$ cat src/rtl/matmul_sched_pkg.sv
// Shared types and constants for the tiled matmul scheduler.
// State encoding, address/K widths and tile byte-size helpers.
package matmul_sched_pkg;

  localparam int ADDR_W       = 64;
  localparam int K_W          = 20;
  localparam int TILE_BYTES_W = 40;

  // Byte sizes for the default 8x8 array of 16-bit elements
  localparam int EB             = 16 / 8;
  localparam int OUT_TILE_BYTES = 8 * 8 * EB;

  typedef enum logic [1:0] {
    S_IDLE  = 2'd0,
    S_ISSUE = 2'd1,
    S_WAIT  = 2'd2,
    S_RESP  = 2'd3
  } sched_state_e;

  // Bytes in one DIM x DIM output tile for a given array edge and element width
  function automatic logic [ADDR_W-1:0] calc_out_tile_bytes(input int dim, input int dw_bits);
    calc_out_tile_bytes = ADDR_W'(dim * dim * (dw_bits / 8));
  endfunction

endpackage

$ cat src/rtl/matmul_tile_addr_gen.sv
// Tile walker: keeps the m/n indices and the three running address pointers.
// i_init loads bases and tile geometry; i_advance steps to the next tile
// (n inner, m outer) using adders only.
module matmul_tile_addr_gen
  import matmul_sched_pkg::*;
#(
  parameter int                TILE_CNT_BITS = 16,
  parameter logic [ADDR_W-1:0] OUT_STEP      = 64'd128
) (
  input  logic                     clock,
  input  logic                     areset,
  input  logic                     i_init,
  input  logic                     i_advance,
  input  logic [TILE_CNT_BITS-1:0] i_m_tiles,
  input  logic [TILE_CNT_BITS-1:0] i_n_tiles,
  input  logic [TILE_BYTES_W-1:0]  i_tile_bytes,
  input  logic [ADDR_W-1:0]        i_act_base,
  input  logic [ADDR_W-1:0]        i_wgt_base,
  input  logic [ADDR_W-1:0]        i_out_base,
  output logic [ADDR_W-1:0]        o_act_ptr,
  output logic [ADDR_W-1:0]        o_wgt_ptr,
  output logic [ADDR_W-1:0]        o_out_ptr,
  output logic                     o_last
);

  localparam logic [TILE_CNT_BITS-1:0] CNT_ONE = {{(TILE_CNT_BITS-1){1'b0}}, 1'b1};

  logic [TILE_CNT_BITS-1:0] r_m_idx;
  logic [TILE_CNT_BITS-1:0] r_n_idx;
  logic [TILE_CNT_BITS-1:0] r_m_last;
  logic [TILE_CNT_BITS-1:0] r_n_last;
  logic [ADDR_W-1:0]        r_step;
  logic [ADDR_W-1:0]        r_wgt_base;
  logic [ADDR_W-1:0]        r_act_ptr;
  logic [ADDR_W-1:0]        r_wgt_ptr;
  logic [ADDR_W-1:0]        r_out_ptr;
  logic                     w_n_wrap;

  assign w_n_wrap  = (r_n_idx == r_n_last);
  assign o_last    = w_n_wrap && (r_m_idx == r_m_last);
  assign o_act_ptr = r_act_ptr;
  assign o_wgt_ptr = r_wgt_ptr;
  assign o_out_ptr = r_out_ptr;

  // Load job geometry on init, otherwise walk n inner / m outer on advance
  always_ff @(posedge clock or negedge areset) begin
    if (!areset) begin
      r_m_idx    <= '0;
      r_n_idx    <= '0;
      r_m_last   <= '0;
      r_n_last   <= '0;
      r_step     <= '0;
      r_wgt_base <= '0;
      r_act_ptr  <= '0;
      r_wgt_ptr  <= '0;
      r_out_ptr  <= '0;
    end else if (i_init) begin
      r_m_idx    <= '0;
      r_n_idx    <= '0;
      r_m_last   <= i_m_tiles - CNT_ONE;
      r_n_last   <= i_n_tiles - CNT_ONE;
      r_step     <= ADDR_W'(i_tile_bytes);
      r_wgt_base <= i_wgt_base;
      r_act_ptr  <= i_act_base;
      r_wgt_ptr  <= i_wgt_base;
      r_out_ptr  <= i_out_base;
    end else if (i_advance) begin
      r_out_ptr <= r_out_ptr + OUT_STEP;
      if (w_n_wrap) begin
        r_n_idx   <= '0;
        r_wgt_ptr <= r_wgt_base;
        r_m_idx   <= r_m_idx + CNT_ONE;
        r_act_ptr <= r_act_ptr + r_step;
      end else begin
        r_n_idx   <= r_n_idx + CNT_ONE;
        r_wgt_ptr <= r_wgt_ptr + r_step;
      end
    end else begin
      r_m_idx <= r_m_idx;
    end
  end

endmodule

$ cat src/rtl/matmul_tile_scheduler.sv
// Tiled matmul scheduler: turns one host command into one core matmul
// command per output tile (one outstanding), then returns one response.
// Optional feature macro: MATMUL_SCHED_PERF_EN adds resp_cycles.
module matmul_tile_scheduler
  import matmul_sched_pkg::*;
#(
  parameter int SYSTOLIC_ARRAY_DIM = 8,
  parameter int DATA_WIDTH_BITS    = 16,
  parameter int TILE_CNT_BITS      = 16
) (
  input  logic                     clock,
  input  logic                     areset,
  input  logic                     cmd_valid,
  output logic                     cmd_ready,
  input  logic [TILE_CNT_BITS-1:0] cmd_m_tiles,
  input  logic [TILE_CNT_BITS-1:0] cmd_n_tiles,
  input  logic [K_W-1:0]           cmd_inner_dimension,
  input  logic [ADDR_W-1:0]        cmd_act_addr,
  input  logic [ADDR_W-1:0]        cmd_wgt_addr,
  input  logic [ADDR_W-1:0]        cmd_out_addr,
  output logic                     resp_valid,
  input  logic                     resp_ready,
  output logic [31:0]              resp_tiles_done,
  output logic                     core_cmd_valid,
  input  logic                     core_cmd_ready,
  output logic [K_W-1:0]           core_cmd_inner_dimension,
  output logic [ADDR_W-1:0]        core_cmd_act_addr,
  output logic [ADDR_W-1:0]        core_cmd_wgt_addr,
  output logic [ADDR_W-1:0]        core_cmd_out_addr,
  input  logic                     core_resp_valid,
  output logic                     core_resp_ready,
  output logic                     busy
`ifdef MATMUL_SCHED_PERF_EN
  ,
  output logic [63:0]              resp_cycles
`endif
);

  localparam int                ROW_BYTES = SYSTOLIC_ARRAY_DIM * (DATA_WIDTH_BITS / 8);
  localparam logic [ADDR_W-1:0] OUT_STEP  = calc_out_tile_bytes(SYSTOLIC_ARRAY_DIM, DATA_WIDTH_BITS);

  sched_state_e            r_state;
  sched_state_e            w_state_nxt;
  logic                    w_init;
  logic                    w_advance;
  logic                    w_last;
  logic                    w_zero_job;
  logic [TILE_BYTES_W-1:0] w_tile_bytes;
  logic [K_W-1:0]          r_k;
  logic [31:0]             r_tiles_done;
  logic                    r_cmd_ready;
  logic                    r_core_cmd_valid;
  logic                    r_core_resp_ready;
  logic                    r_resp_valid;
  logic                    r_busy;

  assign w_zero_job   = (cmd_m_tiles == '0) || (cmd_n_tiles == '0) || (cmd_inner_dimension == '0);
  assign w_tile_bytes = TILE_BYTES_W'(cmd_inner_dimension) * TILE_BYTES_W'(ROW_BYTES);

  // Next-state decode plus init/advance strobes for the address walker
  always_comb begin
    w_state_nxt = r_state;
    w_init      = 1'b0;
    w_advance   = 1'b0;
    case (r_state)
      S_IDLE: begin
        if (cmd_valid) begin
          w_init      = 1'b1;
          w_state_nxt = w_zero_job ? S_RESP : S_ISSUE;
        end else begin
          w_state_nxt = S_IDLE;
        end
      end
      S_ISSUE: begin
        if (core_cmd_ready) begin
          w_state_nxt = S_WAIT;
        end else begin
          w_state_nxt = S_ISSUE;
        end
      end
      S_WAIT: begin
        if (core_resp_valid) begin
          w_advance   = 1'b1;
          w_state_nxt = w_last ? S_RESP : S_ISSUE;
        end else begin
          w_state_nxt = S_WAIT;
        end
      end
      S_RESP: begin
        if (resp_ready) begin
          w_state_nxt = S_IDLE;
        end else begin
          w_state_nxt = S_RESP;
        end
      end
      default: begin
        w_state_nxt = S_IDLE;
      end
    endcase
  end

  // State register with handshake outputs registered from the next state
  always_ff @(posedge clock or negedge areset) begin
    if (!areset) begin
      r_state           <= S_IDLE;
      r_cmd_ready       <= 1'b1;
      r_core_cmd_valid  <= 1'b0;
      r_core_resp_ready <= 1'b0;
      r_resp_valid      <= 1'b0;
      r_busy            <= 1'b0;
    end else begin
      r_state           <= w_state_nxt;
      r_cmd_ready       <= (w_state_nxt == S_IDLE);
      r_core_cmd_valid  <= (w_state_nxt == S_ISSUE);
      r_core_resp_ready <= (w_state_nxt == S_WAIT);
      r_resp_valid      <= (w_state_nxt == S_RESP);
      r_busy            <= (w_state_nxt != S_IDLE);
    end
  end

  // Latch K per job and count completed tiles
  always_ff @(posedge clock or negedge areset) begin
    if (!areset) begin
      r_k          <= '0;
      r_tiles_done <= '0;
    end else if (w_init) begin
      r_k          <= cmd_inner_dimension;
      r_tiles_done <= '0;
    end else if (w_advance) begin
      r_tiles_done <= r_tiles_done + 32'd1;
    end else begin
      r_tiles_done <= r_tiles_done;
    end
  end

  matmul_tile_addr_gen #(
    .TILE_CNT_BITS (TILE_CNT_BITS),
    .OUT_STEP      (OUT_STEP)
  ) u_addr_gen (
    .clock        (clock),
    .areset       (areset),
    .i_init       (w_init),
    .i_advance    (w_advance),
    .i_m_tiles    (cmd_m_tiles),
    .i_n_tiles    (cmd_n_tiles),
    .i_tile_bytes (w_tile_bytes),
    .i_act_base   (cmd_act_addr),
    .i_wgt_base   (cmd_wgt_addr),
    .i_out_base   (cmd_out_addr),
    .o_act_ptr    (core_cmd_act_addr),
    .o_wgt_ptr    (core_cmd_wgt_addr),
    .o_out_ptr    (core_cmd_out_addr),
    .o_last       (w_last)
  );

`ifdef MATMUL_SCHED_PERF_EN
  logic [63:0] r_cycles;

  // Job latency: loads 1 on fire so the first post-fire cycle is counted,
  // then runs through ISSUE/WAIT and freezes once RESP is reached
  always_ff @(posedge clock or negedge areset) begin
    if (!areset) begin
      r_cycles <= 64'd0;
    end else if (w_init) begin
      r_cycles <= 64'd1;
    end else if ((r_state == S_ISSUE) || (r_state == S_WAIT)) begin
      r_cycles <= r_cycles + 64'd1;
    end else begin
      r_cycles <= r_cycles;
    end
  end

  assign resp_cycles = r_cycles;
`endif

  assign cmd_ready                = r_cmd_ready;
  assign core_cmd_valid           = r_core_cmd_valid;
  assign core_resp_ready          = r_core_resp_ready;
  assign resp_valid               = r_resp_valid;
  assign busy                     = r_busy;
  assign resp_tiles_done          = r_tiles_done;
  assign core_cmd_inner_dimension = r_k;

endmodule

$ cat config.mk
export PLATFORM = sky130hd
export DESIGN_NAME = matmul_tile_scheduler
export DESIGN_NICKNAME = d
export VERILOG_FILES = /design/src/rtl/matmul_sched_pkg.sv /design/src/rtl/matmul_tile_addr_gen.sv /design/src/rtl/matmul_tile_scheduler.sv
export SDC_FILE = /design/constraint.sdc
export NUM_CORES = 1
export LEC_CHECK = 0
export ABC_CLOCK_PERIOD_IN_PS = 3300
export CAP_MARGIN = 10
export CORE_MARGIN = 3
export CORE_UTILIZATION = 40
export DETAILED_ROUTE_END_ITERATION = 8
export PLACE_DENSITY = 0.66
export REMOVE_ABC_BUFFERS = 1
export SYNTH_ARGS = -nofsm -noshare
export SYNTH_HDL_FRONTEND = slang
export SYNTH_SLANG_ARGS = --single-unit
$ cat constraint.sdc
create_clock -name clock -period 3.3 [get_ports clock]
set_clock_uncertainty 0.05 [all_clocks]
set_input_delay 0.33 -clock clock [delete_from_list [all_inputs] [get_ports clock]]
set_output_delay 0.33 -clock clock [all_outputs]
set_load 0.1 [all_outputs]
==> metrics <==
status=complete, but fails checks; failing checks=DRC; final setup fails=0; vias after detailed routing=20300; area growth from synthesis to layout=35.9%; IO buf count=498; detailed-route wire length=73.2 mm; Post-DRT Antenna Nets=0; vias in the first global route=20200; initial DRC count=1588; dpl hpwl=53.4 mm; VDD IR max=921 µV; synthesis-stage register bit count=379; Power per Cell Area=1220 nW/µm²; Startpoint Class=register; most frequent cell after synthesis=nand2_1; largest net degree at the start of global routing=158; clock share of power=15.6%; top post-synthesis cells by count=nand2_1 (520), dfrtp_1 (378), nor2_1 (214); Post-Syn Area=21100 µm²; Initial Utilization=40.8%; main flop type after synthesis=dfrtp_1; total track usage=25.5%; Clk Latency, worst-skew pair=580 ps; Layout fillers=4631; ys async rst share=100%; Worst Hold Depth=3; number of unique standard cell types used by synthesis=80; Slew headroom=29.9%; leak pwr=12.4 nW; clk buf depth=3; antenna violations before repair=7; boundary pin count=499; grt total ovfl=0; Reg power frac=24.6%; switching share of power=55.6%; Die H=236 µm; die width=236 µm; wire length of the first global-routing pass=114 mm; hold path start=cmd_out_addr[0]; core area=51800 µm²; area occupied by registers=9490 µm²; Hold WS=252 ps; register area share after synthesis=44.9%; Worst Path Arrival=3660 ps; H-tree depth=2; CP max FO=6; area leader, netlist=dfrtp_1; clock sinks=379; setup TNS=0 ps; WHS Endpoint=u_addr_gen.o_out_ptr[0]; worst slew pin tran=1050 ps; Die ar.=55600 µm²; Critical-path top delay cell=a221o_2; achievable frequency=308 MHz; top area cells in the synthesized netlist=dfrtp_1 (45%), nand2_1 (9.2%), xor2_1 (5.2%); Avg Inst Size Synth=8.72 µm²; drt first pass iters=9; Tmin final=3250 ps; number of flops mapped to enable cells by yosys=0; R2R setup slack=50 ps; Yosys top cell area share=44.8%; Psw=0.0194 W; drt wl/cell=20.1 µm; Crit. End Element=register; Clk pin slew, worst setup/hold paths=60 ps; via density per instance=5.58; Synth Instances=2423; Post-Route Utilization=55.4%; Nets=3215; DRC=2; final period utilization=98.5%; reg-to-reg endpoint=u_addr_gen.o_act_ptr[58]; crit path cell chain=ha_2, inv_2, fa_2, and2b_2, o31a_1, o31ai_4, a211oi_4, a221o_2, buf_6, and3_4, nor3b_1, a221o_1; Syn. warnings=0; Crit Path Class=reg -> reg; max-slew violations=0; layout cells sized above 1=8.60%; unrepaired setup endpoints after global routing=true; Combinational Power Share=59.8%; CTS root buffer=clkbuf_16; R2R depth=12; final hold vios=0; Cell Int Power=0.0155 W; row cnt=83; CTS Buf Count=45; max-cap violations=0; Worst EP required=3710 ps; multi-input logic area=11100 µm²; placer congestion estimate=0.887; reg-to-reg startpoint=u_addr_gen.o_act_ptr[4]; CTS tree=built; max incr delay on CP=470 ps; worst min path class=in -> reg
==> placed cells by master, fill, tap and decap left out, drive strengths merged, types with 12 or more instances in the layout <==
| master | count |
|---|---|
| a211oi | 26 |
| a21o | 17 |
| a21oi | 76 |
| a222oi | 35 |
| a31oi | 27 |
| and2 | 13 |
| and3 | 59 |
| and4 | 15 |
| buf | 131 |
| clkbuf | 55 |
| clkdlybuf4s50 | 439 |
| dfrtp | 378 |
| ha | 46 |
| inv | 39 |
| mux2i | 26 |
| nand2 | 520 |
| nand3 | 82 |
| nand4 | 56 |
| nor2 | 215 |
| nor3 | 59 |
| nor4 | 28 |
| o21ai | 197 |
| or3 | 20 |
| or4 | 12 |
| xnor2 | 90 |
| xor2 | 125 |
==> metrics by stage <==
step	instance area (µm²)	cells	setup slack, ps	power [W]
floorplan	20600	2299	-8100	0.0236
global placement	27000	3543	12.0	0.0290
detailed placement	27000	3543	5.74	0.0293
CTS	28600	3627	64.1	0.0349
global route	28700	3635	-58.5	0.0367
finish	28700	3635	49.3	0.0349
==> worst max-delay path, delay by kind of cell, from the launching register on <==
family | cells | cell delay (ps)
AOI/OAI and AO/OA | 5 | 1560
DFF | 1 | 390
buffers and inverters | 2 | 230
adders and majority gates | 2 | 390
and+or+nand+nor | 3 | 520
==> state kept, by name, summed over array words and instances, names as in the netlist, 16 cells and up <==
| signal | cells |
|---|---|
| u_addr_gen.o_act_ptr | 64 |
| u_addr_gen.o_out_ptr | 64 |
| u_addr_gen.o_wgt_ptr | 64 |
| u_addr_gen.r_wgt_base | 64 |
| resp_tiles_done | 32 |
| u_addr_gen.r_step | 20 |
| u_addr_gen.r_m_idx | 16 |
| u_addr_gen.r_m_last | 16 |
| u_addr_gen.r_n_idx | 16 |
| u_addr_gen.r_n_last | 16 |
==> kinds of logic (layout without fill, tap and decap cells) <==
group | after synthesis | count (layout) | share of synthesized area [%]
simple gates | 1109 | 1109 | 23.8
compound gates | 479 | 479 | 14.9
flops | 379 | 379 | 44.9
xor+xnor | 215 | 215 | 8.91
buf+inv | 161 | 691 | 3.04
fa+ha+maj | 48 | 48 | 2.91
mux | 32 | 32 | 1.55
other cells | 0 | 2 | 0
==> routing by layer <==
layer	GRT usage, %	part of all wire [%]
met1	32.3	41
met2	43.2	49
met3	5.87	7.3
met4	8.46	3.1
met5	0	0.068
==> how the worst max path moves through the flow <==
stage / cells after the start / start / slack (ps) / endpoint
after floorplan: 7 / r_state[1] / -8100 / resp_tiles_done[30]
after detailed placement: 13 / u_addr_gen.r_step[4] / 6 / u_addr_gen.o_act_ptr[58]
after CTS: 13 / u_addr_gen.r_step[4] / 60 / u_addr_gen.o_act_ptr[58]
final: 12 / u_addr_gen.o_act_ptr[4] / 50 / u_addr_gen.o_act_ptr[58]
after global placement: 13 / u_addr_gen.r_step[4] / 10 / u_addr_gen.o_act_ptr[58]
after global routing: 12 / u_addr_gen.o_act_ptr[4] / -60 / u_addr_gen.o_act_ptr[58]
==> power by group through the flow <==
stage | Sequential, W | Clock (W) | Combinational, W
global placement | 0.00851 | 0 | 0.0205
finish | 0.00858 | 0.00543 | 0.0209
CTS | 0.00855 | 0.00553 | 0.0208
global route | 0.00885 | 0.00573 | 0.0221
floorplan | 0.0172 | 0 | 0.00641
detailed placement | 0.00859 | 0 | 0.0207
==> timing repair <==
item | CTS | global route
cloned | 0 | 1
endpoints found under the hold margin | 71 | 0
resized for setup | 1 | 19
hold buffers | 1 | 0
setup buffers | 0 | 6
pin swaps | 0 | 7
endpoints found under the setup margin | 1 | 11
==> final cells by class <==
cell class | count | area share [%]
Clock inverter | 28 | 1.28
Clock buffer | 55 | 4.37
Inverter | 37 | 0.484
Multi-Input combinational cell | 1883 | 38.5
Timing Repair Buffer | 571 | 19.3
Sequential cell | 379 | 33.0
Tap cell | 680 | 2.96
Antenna cell | 2 | 0.0174
Power figures use the tool's default switching activity.
==> RTL change, RTL diff (same settings) <==
Change the package constant `K_W` from 20 to 10.
--- a/src/rtl/matmul_sched_pkg.sv
+++ b/src/rtl/matmul_sched_pkg.sv
@@ -3,7 +3,7 @@
 package matmul_sched_pkg;
 
   localparam int ADDR_W       = 64;
-  localparam int K_W          = 20;
+  localparam int K_W          = 10;
   localparam int TILE_BYTES_W = 40;
 
   // Byte sizes for the default 8x8 array of 16-bit elements
Ports: changed (resized cmd_inner_dimension and core_cmd_inner_dimension); port bits go from 499 to 479. No check against the original RTL was run, so the function may have changed too.
==> RTL change against the unedited design <==
Design area is 5.8% lower. Largest power group unchanged. Sequential cell count is 10 lower. Fmax is 5.8% higher. Cell count is 5.6% lower. Synthesized area is 5.9% lower. Die area is 5.8% lower. Worst setup slack better by 0.18 ns. Via count is 6.9% lower. Hold slack worse by 0.013 ns. Wire length is 4.1% lower. Total power is 6.4% lower.
==> RTL change: results (changes against the unedited design) <==
[layout]
nets = 2992  ; was 3215
nFillCells = 4480  ; was 4631
stdcell_count = 3433  ; was 3635
layout-drive-gt1-share_pct = 8.63  ; was 8.60%

[critical_path]
crit_end = u_addr_gen.o_act_ptr[56]  ; was u_addr_gen.o_act_ptr[58]
critical_path_arrival_ns = 3.47  ; was 3.66 ns
crit_slowest_cell = dfrtp_1  ; was a221o_2
rrSetupSlack_ns = 0.23  ; was 0.05 ns
worstPathMaxFanout = 11  ; was 6
crit_path_start = u_addr_gen.r_step[4]  ; was u_addr_gen.o_act_ptr[4]

[global_route]
grtUsageTotal_pct = 26.2  ; was 25.5%
grt_max_degree = 93  ; was 158
grt_pass1_wl_um = 109000  ; was 114000 um
grt_use_met3_pct = 7.83  ; was 5.87%
met1_usage_pct = 32.7  ; was 32.3%
grt_pass1_vias = 18800  ; was 20200

[drt]
post_drt_wl_per_cell_um = 20.5  ; was 20.1 um
drt-vias-per-instance = 5.50  ; was 5.58
dr_wl_met3_um = 6010  ; was 5370 um
routed-wl-met2_um = 33800  ; was 35600 um

[logic_synthesis]
ys_top_cells_by_area = dfrtp_1 46%, nand2_1 9.4%, xnor2_1 5.3%, xor2_1 5.0%, o21ai_0 4.3%  ; was dfrtp_1 45%, nand2_1 9.2%, xor2_1 5.2%, o21ai_0 4.1%, nor2_1 3.8%
synth_commonest_cells = 499 x nand2_1, 368 x dfrtp_1, 196 x nor2_1, 171 x o21ai_0, 120 x xnor2_1  ; was 520 x nand2_1, 378 x dfrtp_1, 214 x nor2_1, 175 x o21ai_0, 125 x xor2_1
synth_cell_types = 63  ; was 80
postSynthAreaPerCell_um2 = 8.78  ; was 8.72 um2

[placement]
place_congestion = 0.938  ; was 0.887
place_hpwl_um = 51200  ; was 53400 um
pre_cts_slack_ns = 0.277  ; was 0.00574 ns
dp.cells = 3340  ; was 3543

[hold_path]
hold_start = cmd_out_addr[3]  ; was cmd_out_addr[0]
min_to = u_addr_gen.o_out_ptr[3]  ; was u_addr_gen.o_out_ptr[0]

[pwr]
switching_power_uw = 18100  ; was 19400 uW
vdd_drop_max_uv = 1110  ; was 921 uV
leakage_uw = 0.0112  ; was 0.0124 uW
power.density_mw_per_mm2 = 1210  ; was 1220 mW/mm2

[cts]
cts.repair.resized = 0  ; was 1

[outcome]
status = finished clean  ; was finished with violations

[timing]
whs_ns = 0.239  ; was 0.252 ns
fin_crit_sh_pct = 93.1  ; was 98.5%

## RTL change: cell count changes after synthesis, sizes merged, moves of 20 or more
| cell | unedited run | this run |
|---|---|---|
| xnor2 | 90 | 120 |
| and3 | 59 | 35 |
| ha | 46 | 26 |
| nand2 | 520 | 500 |
| o21ai | 197 | 176 |
## RTL change: kinds of logic after synthesis
group / Yosys count / share of synthesized area [%]
buffers and inverters: 145 / 2.85
AO/OA/AOI/OAI: 400 / 12.9
adder cells (fa/ha/maj): 28 / 1.84
multiplexers: 13 / 0.667
flip-flops: 369 / 46.5
AND/OR/NAND/NOR: 1073 / 24.9
XOR/XNOR: 234 / 10.3
## RTL change: final cells by class
cell class / count / area (um2) / area share, %
inverter: 28 / 105 / 0.389
multi-input combinational: 1748 / 10100 / 37.3
tap: 664 / 831 / 3.07
clock buffer: 69 / 1360 / 5.01
clock inverter: 13 / 230 / 0.851
antenna: 10 / 25.0 / 0.0925
sequential: 369 / 9240 / 34.1
timing repair buffer: 532 / 5170 / 19.1
